## src/rtl/aes_round_sequencer.sv

```systemverilog
// Iterative AES encryption controller: owns the cipher state, round counter and result register.
// Byte k of every 128-bit bus sits at [127-8k -: 8]; byte 0 is the most significant byte.

module aes_mix_columns (
  input  logic [127:0] i_state,
  output logic [127:0] o_state
);

  function automatic logic [7:0] xt(input logic [7:0] b);
    return {b[6:0], 1'b0} ^ (b[7] ? 8'h1b : 8'h00);
  endfunction

  for (genvar c = 0; c < 4; c++) begin : g_col
    localparam int B = 127 - 32 * c;
    logic [7:0] w_a0, w_a1, w_a2, w_a3;

    assign w_a0 = i_state[B      -: 8];
    assign w_a1 = i_state[B -  8 -: 8];
    assign w_a2 = i_state[B - 16 -: 8];
    assign w_a3 = i_state[B - 24 -: 8];

    assign o_state[B      -: 8] = xt(w_a0) ^ xt(w_a1) ^ w_a1 ^ w_a2 ^ w_a3;
    assign o_state[B -  8 -: 8] = w_a0 ^ xt(w_a1) ^ xt(w_a2) ^ w_a2 ^ w_a3;
    assign o_state[B - 16 -: 8] = w_a0 ^ w_a1 ^ xt(w_a2) ^ xt(w_a3) ^ w_a3;
    assign o_state[B - 24 -: 8] = xt(w_a0) ^ w_a0 ^ w_a1 ^ w_a2 ^ xt(w_a3);
  end

endmodule

// state   | meaning
// S_IDLE  | waiting for start
// S_KEY0  | initial AddRoundKey with round key 0
// S_ROUND | full rounds 1..NR-1
// S_LAST  | final round (no MixColumns), writes ciphertext
// S_DONE  | one-cycle completion pulse
module aes_round_sequencer #(
  parameter int NR = 10
) (
  input  logic         i_clk,
  input  logic         i_reset,
  input  logic         i_start,
  input  logic         i_abort,
  input  logic [127:0] i_plaintext,
  output logic         o_busy,
  output logic         o_done,
  output logic [127:0] o_ciphertext,
  output logic         o_rk_req,
  output logic [3:0]   o_rk_idx,
  input  logic [127:0] i_round_key,
  input  logic         i_rk_valid,
  output logic [127:0] o_sbsr_in,
  input  logic [127:0] i_sbsr_out
);

  localparam logic [3:0] LP_NR    = 4'(NR);
  localparam logic [3:0] LP_NR_M1 = 4'(NR - 1);

  typedef enum logic [2:0] {S_IDLE, S_KEY0, S_ROUND, S_LAST, S_DONE} state_t;

  state_t       r_fsm, w_fsm_next;
  logic [127:0] r_aes_state;
  logic [3:0]   r_round;
  logic [127:0] r_ciphertext;
  logic [127:0] w_mix;
  logic         w_commit;

  aes_mix_columns u_mix (
    .i_state (i_sbsr_out),
    .o_state (w_mix)
  );

  assign w_commit     = o_rk_req & i_rk_valid;
  assign o_sbsr_in    = r_aes_state;
  assign o_ciphertext = r_ciphertext;

  always_ff @(posedge i_clk or posedge i_reset) begin
    if (i_reset) r_fsm <= S_IDLE;
    else         r_fsm <= w_fsm_next;
  end

  always_comb begin
    w_fsm_next = r_fsm;
    if (i_abort) begin
      w_fsm_next = S_IDLE;
    end else begin
      case (r_fsm)
        S_IDLE:  if (i_start) w_fsm_next = S_KEY0;
        S_KEY0:  if (w_commit) w_fsm_next = S_ROUND;
        S_ROUND: if (w_commit && r_round == LP_NR_M1) w_fsm_next = S_LAST;
        S_LAST:  if (w_commit) w_fsm_next = S_DONE;
        S_DONE:  w_fsm_next = S_IDLE;
        default: w_fsm_next = S_IDLE;
      endcase
    end
  end

  always_comb begin
    o_busy   = (r_fsm != S_IDLE);
    o_done   = 1'b0;
    o_rk_req = 1'b0;
    o_rk_idx = 4'd0;
    case (r_fsm)
      S_KEY0: begin
        o_rk_req = 1'b1;
      end
      S_ROUND: begin
        o_rk_req = 1'b1;
        o_rk_idx = r_round;
      end
      S_LAST: begin
        o_rk_req = 1'b1;
        o_rk_idx = LP_NR;
      end
      S_DONE:  o_done = 1'b1;
      default: ;
    endcase
  end

  // Abort clears the working state but leaves the last completed result visible.
  always_ff @(posedge i_clk or posedge i_reset) begin
    if (i_reset) begin
      r_aes_state  <= '0;
      r_round      <= '0;
      r_ciphertext <= '0;
    end else if (i_abort) begin
      r_aes_state <= '0;
      r_round     <= '0;
    end else begin
      case (r_fsm)
        S_IDLE: if (i_start) begin
          r_aes_state <= i_plaintext;
          r_round     <= 4'd0;
        end
        S_KEY0: if (w_commit) begin
          r_aes_state <= r_aes_state ^ i_round_key;
          r_round     <= 4'd1;
        end
        S_ROUND: if (w_commit) begin
          r_aes_state <= w_mix ^ i_round_key;
          r_round     <= r_round + 4'd1;
        end
        S_LAST: if (w_commit) begin
          r_ciphertext <= i_sbsr_out ^ i_round_key;
        end
        default: ;
      endcase
    end
  end

endmodule
```

## config.mk

```make
export PLATFORM = sky130hd
export DESIGN_NAME = aes_round_sequencer
export DESIGN_NICKNAME = d
export VERILOG_FILES = /design/src/rtl/aes_round_sequencer.sv
export SDC_FILE = /design/constraint.sdc
export NUM_CORES = 1
export LEC_CHECK = 0
export ABC_AREA = 1
export CAP_MARGIN = 5
export CORE_AREA = 2 2 251 253
export DETAILED_ROUTE_END_ITERATION = 10
export DIE_AREA = 0 0 253 255
export PLACE_DENSITY = 0.75
export SLEW_MARGIN = 20
export SYNTH_ARGS = -nofsm -noshare
export SYNTH_HDL_FRONTEND = slang
export SYNTH_SLANG_ARGS = --single-unit
```

## constraint.sdc

```tcl
create_clock -name i_clk -period 12 [get_ports i_clk]
set_input_delay 3.6 -clock i_clk [delete_from_list [all_inputs] [get_ports i_clk]]
set_output_delay 3.6 -clock i_clk [all_outputs]
set_load 0.02 [all_outputs]
```

==> results of run 1 <==
[state kept, by name (all words and copies together), names as in the netlist]
signal and cells:
r_round 4, o_ciphertext 128, o_sbsr_in 128, r_fsm 3
[placed cells by master, fill, tap and decap left out, types with 22 or more instances in the layout]
cell             Yosys  final
o21ai_1             55     56
nand3_1            546    545
clkdlybuf4s50_1      0    651
dfrtp_1            263    263
a21oi_1             54     54
xnor2_1            151    151
clkbuf_16            0     37
xor2_1              22     22
nor2_1             292    292
inv_1              275    274
nand2_1           1953   1950
o21ai_0            139    138
[routing by layer]
metal	wire length (um)	global-route usage	vias to the layer above
li1	-	-	13474
met1	36830	0.3315	12220
met2	41290	0.4380	996
met3	6333	0.04434	144
met4	2733	0.09011	4
met5	22	0	-
[cell families after synthesis]
family	Yosys count	synth area share
flops	263	0.2885
compound gates	251	0.05577
simple gates	2834	0.5022
xor+xnor	173	0.06641
fa+ha+maj	2	0.001097
buf+inv	475	0.08604
[power groups by stage]
stage	Sequential, mW	Combinational (mW)	Clock, mW
3_3_place_gp	1.55	3.73	0
2_1_floorplan	1.98	1.87	0
3_5_place_dp	1.55	3.80	0
6_report	1.56	3.81	1.07
4_1_cts	1.55	3.82	1.09
5_1_grt	1.61	4.18	1.12
[cell type report]
type / instances / area [um2]
diodes: 8 / 20.02
fillers: 6271 / 31400
flip-flops and latches: 263 / 6581
well taps: 799 / 999.7
clock inverters: 9 / 97.59
inverters: 281 / 1067
multi-input cells: 3260 / 14320
repair buffers: 663 / 6644
clock buffers: 49 / 1031
[final timing paths]
check | from | endpoint | slack (ns) | cells after the start
setup / recovery | r_fsm[2] | o_rk_idx[1] | 5.24 | 4
hold / removal | o_ciphertext[110] | o_ciphertext[110] | 0.48 | 2
setup reg to reg | r_fsm[2] | o_sbsr_in[16] | 7.74 | 11
hold reg to reg | o_ciphertext[110] | o_ciphertext[110] | 0.48 | 2
max in group asynchronous | i_reset | o_sbsr_in[126] | 7.07 | 3
min in group asynchronous | i_reset | o_ciphertext[68] | 3.48 | 2
[critical path: stages, from the launching register on]
cell             delay, ns
dfrtp_1               0.44
nor2_1                0.28
nand2_4               0.33
o21ai_1               0.79
clkdlybuf4s50_1       0.75
[per-stage QoR]
step                area (um2)  utilization  power, mW
floorplan                22820            -      3.854
global placement         29610       0.4763      5.282
detailed placement       29610       0.4763      5.356
CTS                      30740       0.4945      6.459
global route             30750       0.4947      6.907
finish                   30760       0.4948      6.434
==> key figures, run 1 <==
Status
  – Status: finished, final reports clean

Die
  – Core Footprint: 62160 um2
  – IO Count: 652
  – Die Ht: 255 um
  – Die extent in x: 253 um
  – Die Area: 64520 um2
  – Initial core utilization: 0.3670
  – # rows: 92

STA
  – Final Hold Fails: 0
  – Fin crit period: 6.757 ns
  – Fmax: 0.1480 GHz
  – RSZ-0062 raised after global routing: false
  – Hold WS: 0.4815 ns
  – Endpoints failing setup: 0
  – Worst Skew: 0.01527 ns
  – Tightest Pin Transition: 1.180 ns
  – Slew HR: 0.2133
  – Fin. max-slew vios: 0
  – Crit share post-route: 0.5631
  – Worst setup margin: 5.243 ns
  – Final setup TNS: 0 ns

Place
  – Post-DP HPWL: 65390 um
  – Inst Count DP: 5266
  – Routability cong.: 0.9187
  – Pre-CTS setup slack: 5.200 ns
  – Buffers on Ports: 651

Route
  – DR vias/cell: 5.033
  – Drt pass-1 iters: 6
  – Routed WL per cell: 16.36 um
  – Final ANT Viol Nets: 0
  – Iter 0 DRT Violations: 2203
  – DRT Wirelength: 87210 um
  – Via count: 26838
  – Drt drc: 0

Final layout
  – # nets final: 4894
  – Non-Filler Instances: 5332
  – Share of layout cells above drive strength 1: 0.02188
  – Layout area overhead: 34.80%

Yosys
  – Post-synth ARST share: 1.000
  – Yosys top cell area share: 0.3213
  – Mapped Area: 22820 um2
  – Post-Synthesis Cells: 3998
  – Dominant cell type by area after synthesis: nand2_1
  – Most common cell in the synthesized netlist: nand2_1
  – Post-synthesis register bit count: 263
  – Avg Inst Size Synth: 5.707 um2
  – Most frequent cells after synthesis: nand2_1, nand3_1, nor2_1
  – Warnings, synthesis: 0
  – Yosys cell types: 28
  – Net count after synthesis: 4389
  – Main synth FF type: dfrtp_1
  – Area contributors post-synth: nand2_1, dfrtp_1, nand3_1, xnor2_1, nor2_1
  – Sequential element share of the synthesized area: 0.2885
  – EDFF count, synth: 0

Power
  – Maximum vdd ir drop: 0.1972 mV
  – Logic pwr share: 0.592
  – Share of power burned in registers: 0.242
  – Power Dens Cells: 209.2 nW/um2
  – Switching power: 3.041 mW
  – Clock power share: 0.166
  – Switching Share: 0.4726
  – Cell Int Power: 3.393 mW
  – Leakage dissipation: 15.93 nW

CTS
  – CTS max path bufs: 3
  – CTS hold repair buffers: 0
  – Clock sink count: 263
  – Total CTS buffers: 34
  – Setup Buffers After CTS: 0
  – CTS tree: done
  – CTS clk-pin slew, worst paths: 0.06 ns
  – CTS-repair resized insts: 0
  – Clk_lat worst skew: 0.55 ns
  – H-tree levels: 2
  – Root Driver: clkbuf_16

Global route
  – Initial antenna violation count: 9
  – Global-route wire length before repair: 133200 um
  – Vias in the first global route: 24131
  – Pin count of the biggest net entering global routing: 147
  – Total global routing overflow: 0
  – Global Route Usage Sum: 0.2583

Setup path
  – CP startpoint kind: flop
  – Critical path class: reg -> out
  – Crit end category: output port
  – Worst EP required: 8.40 ns
  – Max FO, Critical Path: 30
  – Worst EP arrival: 3.16 ns

Hold path
  – Worst hold path type: reg -> reg

Run
  – Max cap viols: 0
(Power assumes the default switching activity.)
==> inputs of run 2 (changes only) <==
Clock period 12 ns to 6.97 ns, I/O delays scaled along.
==> run 2 against run 1 <==
  * Die area unchanged
  * First-iteration DRC count down 14%
  * Largest power group unchanged
  * Clock-buffer cell count up 3
  * Critical path type unchanged
  * Highest routed layer unchanged
==> key figures, run 2 (synthesis results as in run 1) <==
Status
  – Status: finished, final reports clean

Power
  – Switching power: 5.225 mW (+72%)
  – Logic pwr share: 0.595 (+0.003)
  – Clock power share: 0.163 (-0.003)
  – Switching Share: 0.4739 (+0.001291)
  – Leakage dissipation: 15.90 nW (-0.15%)
  – Share of power burned in registers: 0.242 (about the same)
  – Cell Int Power: 5.800 mW (+71%)
  – Tot Pwr: 11.02 mW (+71%)
  – Power Dens Cells: 358.7 nW/um2 (+71%)
  – Maximum vdd ir drop: 0.3100 mV (+57%)

Route
  – DR vias/cell: 5.060 (+0.52%)
  – DRT Wirelength: 87150 um (about the same)
  – Via count: 26983 (+0.54%)
  – Final ANT Viol Nets: 0 (unchanged)
  – Routed WL per cell: 16.34 um (about the same)
  – Iter 0 DRT Violations: 1902 (-14%)
  – Drt pass-1 iters: 5 (-1)
  – Drt drc: 0 (unchanged)

STA
  – Slew HR: 0.2169 (+0.003625)
  – Endpoints failing setup: 0 (unchanged)
  – Worst Skew: 0.01109 ns (-0.004177 ns)
  – Final setup TNS: 0 ns (unchanged)
  – Hold WS: 0.4820 ns (+0.0004920 ns)
  – Fmax: 0.1986 GHz
  – Fin crit period: 5.035 ns
  – Final Hold Fails: 0 (unchanged)
  – Crit share post-route: 0.7224
  – Fin. max-slew vios: 0 (unchanged)
  – Tightest Pin Transition: 1.175 ns (-0.005438 ns)
  – RSZ-0062 raised after global routing: false

CTS
  – Root Driver: clkbuf_16
  – Setup Buffers After CTS: 0 (unchanged)
  – Clk_lat worst skew: 0.55 ns (about the same)
  – CTS hold repair buffers: 0 (unchanged)
  – CTS clk-pin slew, worst paths: 0.06 ns (about the same)
  – Total CTS buffers: 34 (unchanged)
  – H-tree levels: 2 (unchanged)
  – CTS tree: done
  – Clock sink count: 263 (unchanged)
  – CTS max path bufs: 3 (unchanged)
  – CTS-repair resized insts: 0 (unchanged)

Setup path
  – Critical path class: reg -> out
  – Register-to-Register Path Depth: 10 (-1)
  – Crit end category: output port
  – Worst EP arrival: 2.94 ns (-0.22 ns)
  – Worst EP required: 4.88 ns (-3.52 ns)
  – Max FO, Critical Path: 38 (+27%)
  – CP startpoint kind: flop

Final layout
  – Commonest non-fill, non-tap cell in the layout: nand2_1
  – Commonest non-fill, non-tap cells in the layout: nand2_1, clkdlybuf4s50_1, nand3_1
  – Fin util: 0.4945 (about the same)
  – Layout area overhead: 34.71% (about the same)
  – # nets final: 4893 (-0.020%)
  – Share of layout cells above drive strength 1: 0.02078 (-0.001100)

Global route
  – Pin count of the biggest net entering global routing: 182 (+24%)
  – Total global routing overflow: 0 (unchanged)
  – Initial antenna violation count: 9 (unchanged)
  – Global Route Usage Sum: 0.2582 (about the same)
  – Vias in the first global route: 24314 (+0.76%)
  – Global-route wire length before repair: 133300 um (about the same)

Die
  – IO Count: 652 (unchanged)
  – Die Ht: 255 um (unchanged)
  – Initial core utilization: 0.3670 (unchanged)
  – # rows: 92 (unchanged)
  – Core Footprint: 62160 um2 (unchanged)
  – Die Area: 64520 um2 (unchanged)
  – Die extent in x: 253 um (unchanged)

Hold path
  – WHS Path Cells: 2 (unchanged)
  – Worst hold path type: reg -> reg

Place
  – Routability cong.: 0.9051 (-1.5%)
  – Post-DP HPWL: 64910 um (-0.74%)
  – Buffers on Ports: 651 (unchanged)

Run
  – Max cap viols: 0 (unchanged)
run 2: layer usage:
layer	wire [um]	up-vias	GRT usage	part of all wire
met5	23	-	0	0.00026
met4	3376	4	0.1060	0.039
met3	7006	174	0.05746	0.080
met2	40680	1034	0.4317	0.47
met1	36060	12305	0.3222	0.41
li1	-	13466	-	-
run 2: layout make-up:
cell class	instances	area (um2)
Antenna cell	10	25.02
Clock buffer	52	1032
Clock inverter	6	57.56
Fill cell	6267	31420
Inverter	281	1064
Multi-Input combinational cell	3260	14320
Sequential cell	263	6581
Tap cell	799	999.7
Timing Repair Buffer	662	6661
run 2: power groups by stage:
| stage | sequential, mW | combinational [mW] | clock (mW) |
|---|---|---|---|
| final | 2.67 | 6.56 | 1.80 |
| after CTS | 2.66 | 6.58 | 1.84 |
| after floorplan | 3.41 | 3.22 | 0 |
| after global placement | 2.66 | 6.44 | 0 |
| after detailed placement | 2.67 | 6.56 | 0 |
| after global routing | 2.76 | 7.20 | 1.89 |
run 2: per-stage QoR:
stage / worst slack, ns / area, um2 / std cells
final: 1.935 / 30740 / 5333
after CTS: 1.910 / 30710 / 5323
after global routing: 1.752 / 30730 / 5329
after detailed placement: 1.948 / 29620 / 5265
after global placement: 2.040 / 29620 / 5265
after floorplan: 1.409 / 22820 / 3998
run 2: worst paths after layout:
| path | start | endpoint | slack [ns] |
|---|---|---|---|
| max reg2reg | r_fsm[2] | o_sbsr_in[38] | 2.91 |
| min in group asynchronous | i_reset | o_sbsr_in[18] | 1.92 |
| min reg2reg | o_ciphertext[38] | o_ciphertext[38] | 0.48 |
| max in group asynchronous | i_reset | o_ciphertext[71] | 3.87 |
| min | o_ciphertext[38] | o_ciphertext[38] | 0.48 |
| max | r_fsm[2] | o_rk_idx[0] | 1.94 |
run 2: critical path: stages (launching register included):
cell	delay, ns
dfrtp_1	0.44
nor2_1	0.27
nand2_4	0.35
nor2_1	0.59
clkdlybuf4s50_1	0.73
==> inputs of run 3 (changes only) <==
Settings changed: CORE_AREA 2 2 251 253 to 2 2 257 259, DIE_AREA 0 0 253 255 to 0 0 259 261, PLACE_DENSITY 0.75 to 0.74.
Clock period 6.97 ns to 4.1 ns, I/O delays scaled along.
==> run 3 against run 2 <==
  * Wire length grew 1.3%
  * Clock-buffer cell count fell by 9
  * Register-to-register slack lost 1.8 ns
  * Critical path depth unchanged
  * Final cell count grew 2.1%
  * Non-clock buffer count grew 48
  * Sequential power grew 72%
  * Total power is 72% higher
  * Global-route usage decreased by 0.79 points
  * Largest power group unchanged
  * Design area grew 1.8%
  * Worst hold slack worse by 0.0011 ns
==> key figures, run 3 (synthesis results as in run 1) <==
Die
  – Die Area: 67600 um2 (+4.8%)
  – Die extent in x: 259 um (+2.4%)
  – # rows: 94 (+2.2%)
  – Core Footprint: 65040 um2 (+4.6%)
  – Initial core utilization: 0.3508 (-0.01625)
  – IO Count: 652 (unchanged)
  – Die Ht: 261 um (+2.4%)

Place
  – Routability cong.: 0.9260 (+2.3%)
  – Post-DP HPWL: 68770 um (+6.0%)
  – Dpl cell area: 30230 um2 (+2.0%)
  – Pre-CTS setup slack: 0.5178 ns (-1.430 ns)
  – Buffers on Ports: 651 (unchanged)

Final layout
  – Commonest non-fill, non-tap cell in the layout: nand2_1
  – Share of layout cells above drive strength 1: 0.03259 (+0.01181)
  – # nets final: 4938 (+0.92%)
  – Fill count: 6638 (+5.9%)
  – Final instance area: 31300 um2 (+1.8%)
  – Register area: 6581 um2 (unchanged)
  – Commonest non-fill, non-tap cells in the layout: nand2_1, clkdlybuf4s50_1, nand3_1
  – Multi-input gate area: 14320 um2 (unchanged)
  – Layout area overhead: 37.19%

Setup path
  – Crit end category: output port
  – Crit path from: r_fsm[2]
  – Worst r2r src: r_fsm[2]
  – Crit path cell chain: nor2_1 > nand2_4 > o21ai_0 > clkdlybuf4s50_1
  – Worst EP required: 2.87 ns (-2.01 ns)
  – Slowest CP cell: clkdlybuf4s50_1
  – Worst EP arrival: 2.57 ns (-0.37 ns)
  – Max FO, Critical Path: 13 (-66%)
  – Critical path class: reg -> out
  – CP startpoint kind: flop
  – CP max stage delay: 0.78 ns (+0.05 ns)

CTS
  – Root Driver: clkbuf_16
  – CTS clk-pin slew, worst paths: 0.06 ns (about the same)
  – CTS-repair resized insts: 0 (unchanged)
  – Clock sink count: 263 (unchanged)
  – CTS hold repair buffers: 0 (unchanged)
  – CTS max path bufs: 3 (unchanged)
  – Clk_lat worst skew: 0.60 ns (+0.05 ns)
  – Setup Buffers After CTS: 0 (unchanged)
  – H-tree levels: 1 (-1)
  – CTS tree: done
  – Total CTS buffers: 31 (-8.8%)

STA
  – Fin crit period: 3.804 ns
  – Tightest Pin Transition: 0.8314 ns (-0.3432 ns)
  – Crit share post-route: 0.9278
  – RSZ-0062 raised after global routing: false
  – Worst Skew: 0.01467 ns (+0.003575 ns)
  – Fmax: 0.2629 GHz
  – Slew HR: 0.4446 (+0.2277)
  – Worst setup margin: 0.2961 ns (-1.639 ns)
  – Endpoints failing setup: 0 (unchanged)
  – Final setup TNS: 0 ns (unchanged)
  – Fin. max-slew vios: 0 (unchanged)
  – Final Hold Fails: 0 (unchanged)

Route
  – Drt pass-1 iters: 6 (+1)
  – Via count: 27024 (+0.15%)
  – Iter 0 DRT Violations: 2164 (+14%)
  – DRT Wirelength: 88320 um (+1.3%)
  – DR vias/cell: 4.961 (-1.9%)
  – Routed WL per cell: 16.21 um (-0.78%)
  – Final ANT Viol Nets: 0 (unchanged)
  – Drt drc: 0 (unchanged)

Hold path
  – Hold Crit Start: o_ciphertext[91]
  – Worst hold path type: reg -> reg

Power
  – Maximum vdd ir drop: 0.3757 mV (+21%)
  – Power Dens Cells: 605.9 nW/um2 (+69%)
  – Leakage dissipation: 16.18 nW (+1.7%)

Run
  – Max cap viols: 0 (unchanged)

Global route
  – Initial antenna violation count: 10 (+1)
  – Total global routing overflow: 0 (unchanged)
  – Global-route wire length before repair: 135600 um (+1.8%)
  – Vias in the first global route: 24815 (+2.1%)
  – Pin count of the biggest net entering global routing: 105 (-42%)
  – Global Route Usage Sum: 0.2504 (-0.007854)

Status
  – Status: finished, final reports clean
[run 3: through the flow]
stage,power (mW),utilization,instances,hold WS (ns)
global route,20.38,0.4811,5444,0.4977
finish,18.96,0.4813,5447,0.4809
detailed placement,16.06,0.4647,5378,0.4715
CTS,19.03,0.4808,5436,0.4866
global placement,15.87,0.4647,5378,0.4660
floorplan,11.28,-,3998,0.5502
[run 3: layer usage]
metal	part of all wire	GRT usage
met1	0.42	0.3223
met2	0.46	0.4130
met3	0.071	0.04123
met4	0.045	0.1124
met5	0	0
[run 3: worst paths after layout]
path,end,slack [ns],cells after the start
max,o_rk_idx[1],0.30,4
min,o_ciphertext[91],0.48,2
max reg2reg,r_round[2],1.11,9
min reg2reg,o_ciphertext[91],0.48,2
max in group asynchronous,o_ciphertext[115],2.05,4
min in group asynchronous,o_ciphertext[24],1.12,2
[run 3: where the power goes]
part	internal, mW	total [mW]	leakage, nW	switching (mW)
clock	1.67	2.88	0.523	1.21
sequential	3.75	4.58	3.41	0.829
combinational	4.60	11.5	12.3	6.91
total	10.0	19.0	16.2	8.95
[run 3: area by class of cell]
class                           instances  area share
Inverter                              281     0.03398
Clock inverter                         15    0.004397
Timing Repair Buffer                  710      0.2295
Antenna cell                           11   0.0008794
Tap cell                              864     0.03454
Multi-Input combinational cell       3260      0.4573
Sequential cell                       263      0.2103
Clock buffer                           43     0.02910
[run 3: worst max-delay path, delay by kind of cell (launching register included)]
family / cells / cell delay [ns]
buf+inv: 1 / 0.78
simple gates: 2 / 0.49
compound gates: 1 / 0.27
flops: 1 / 0.43
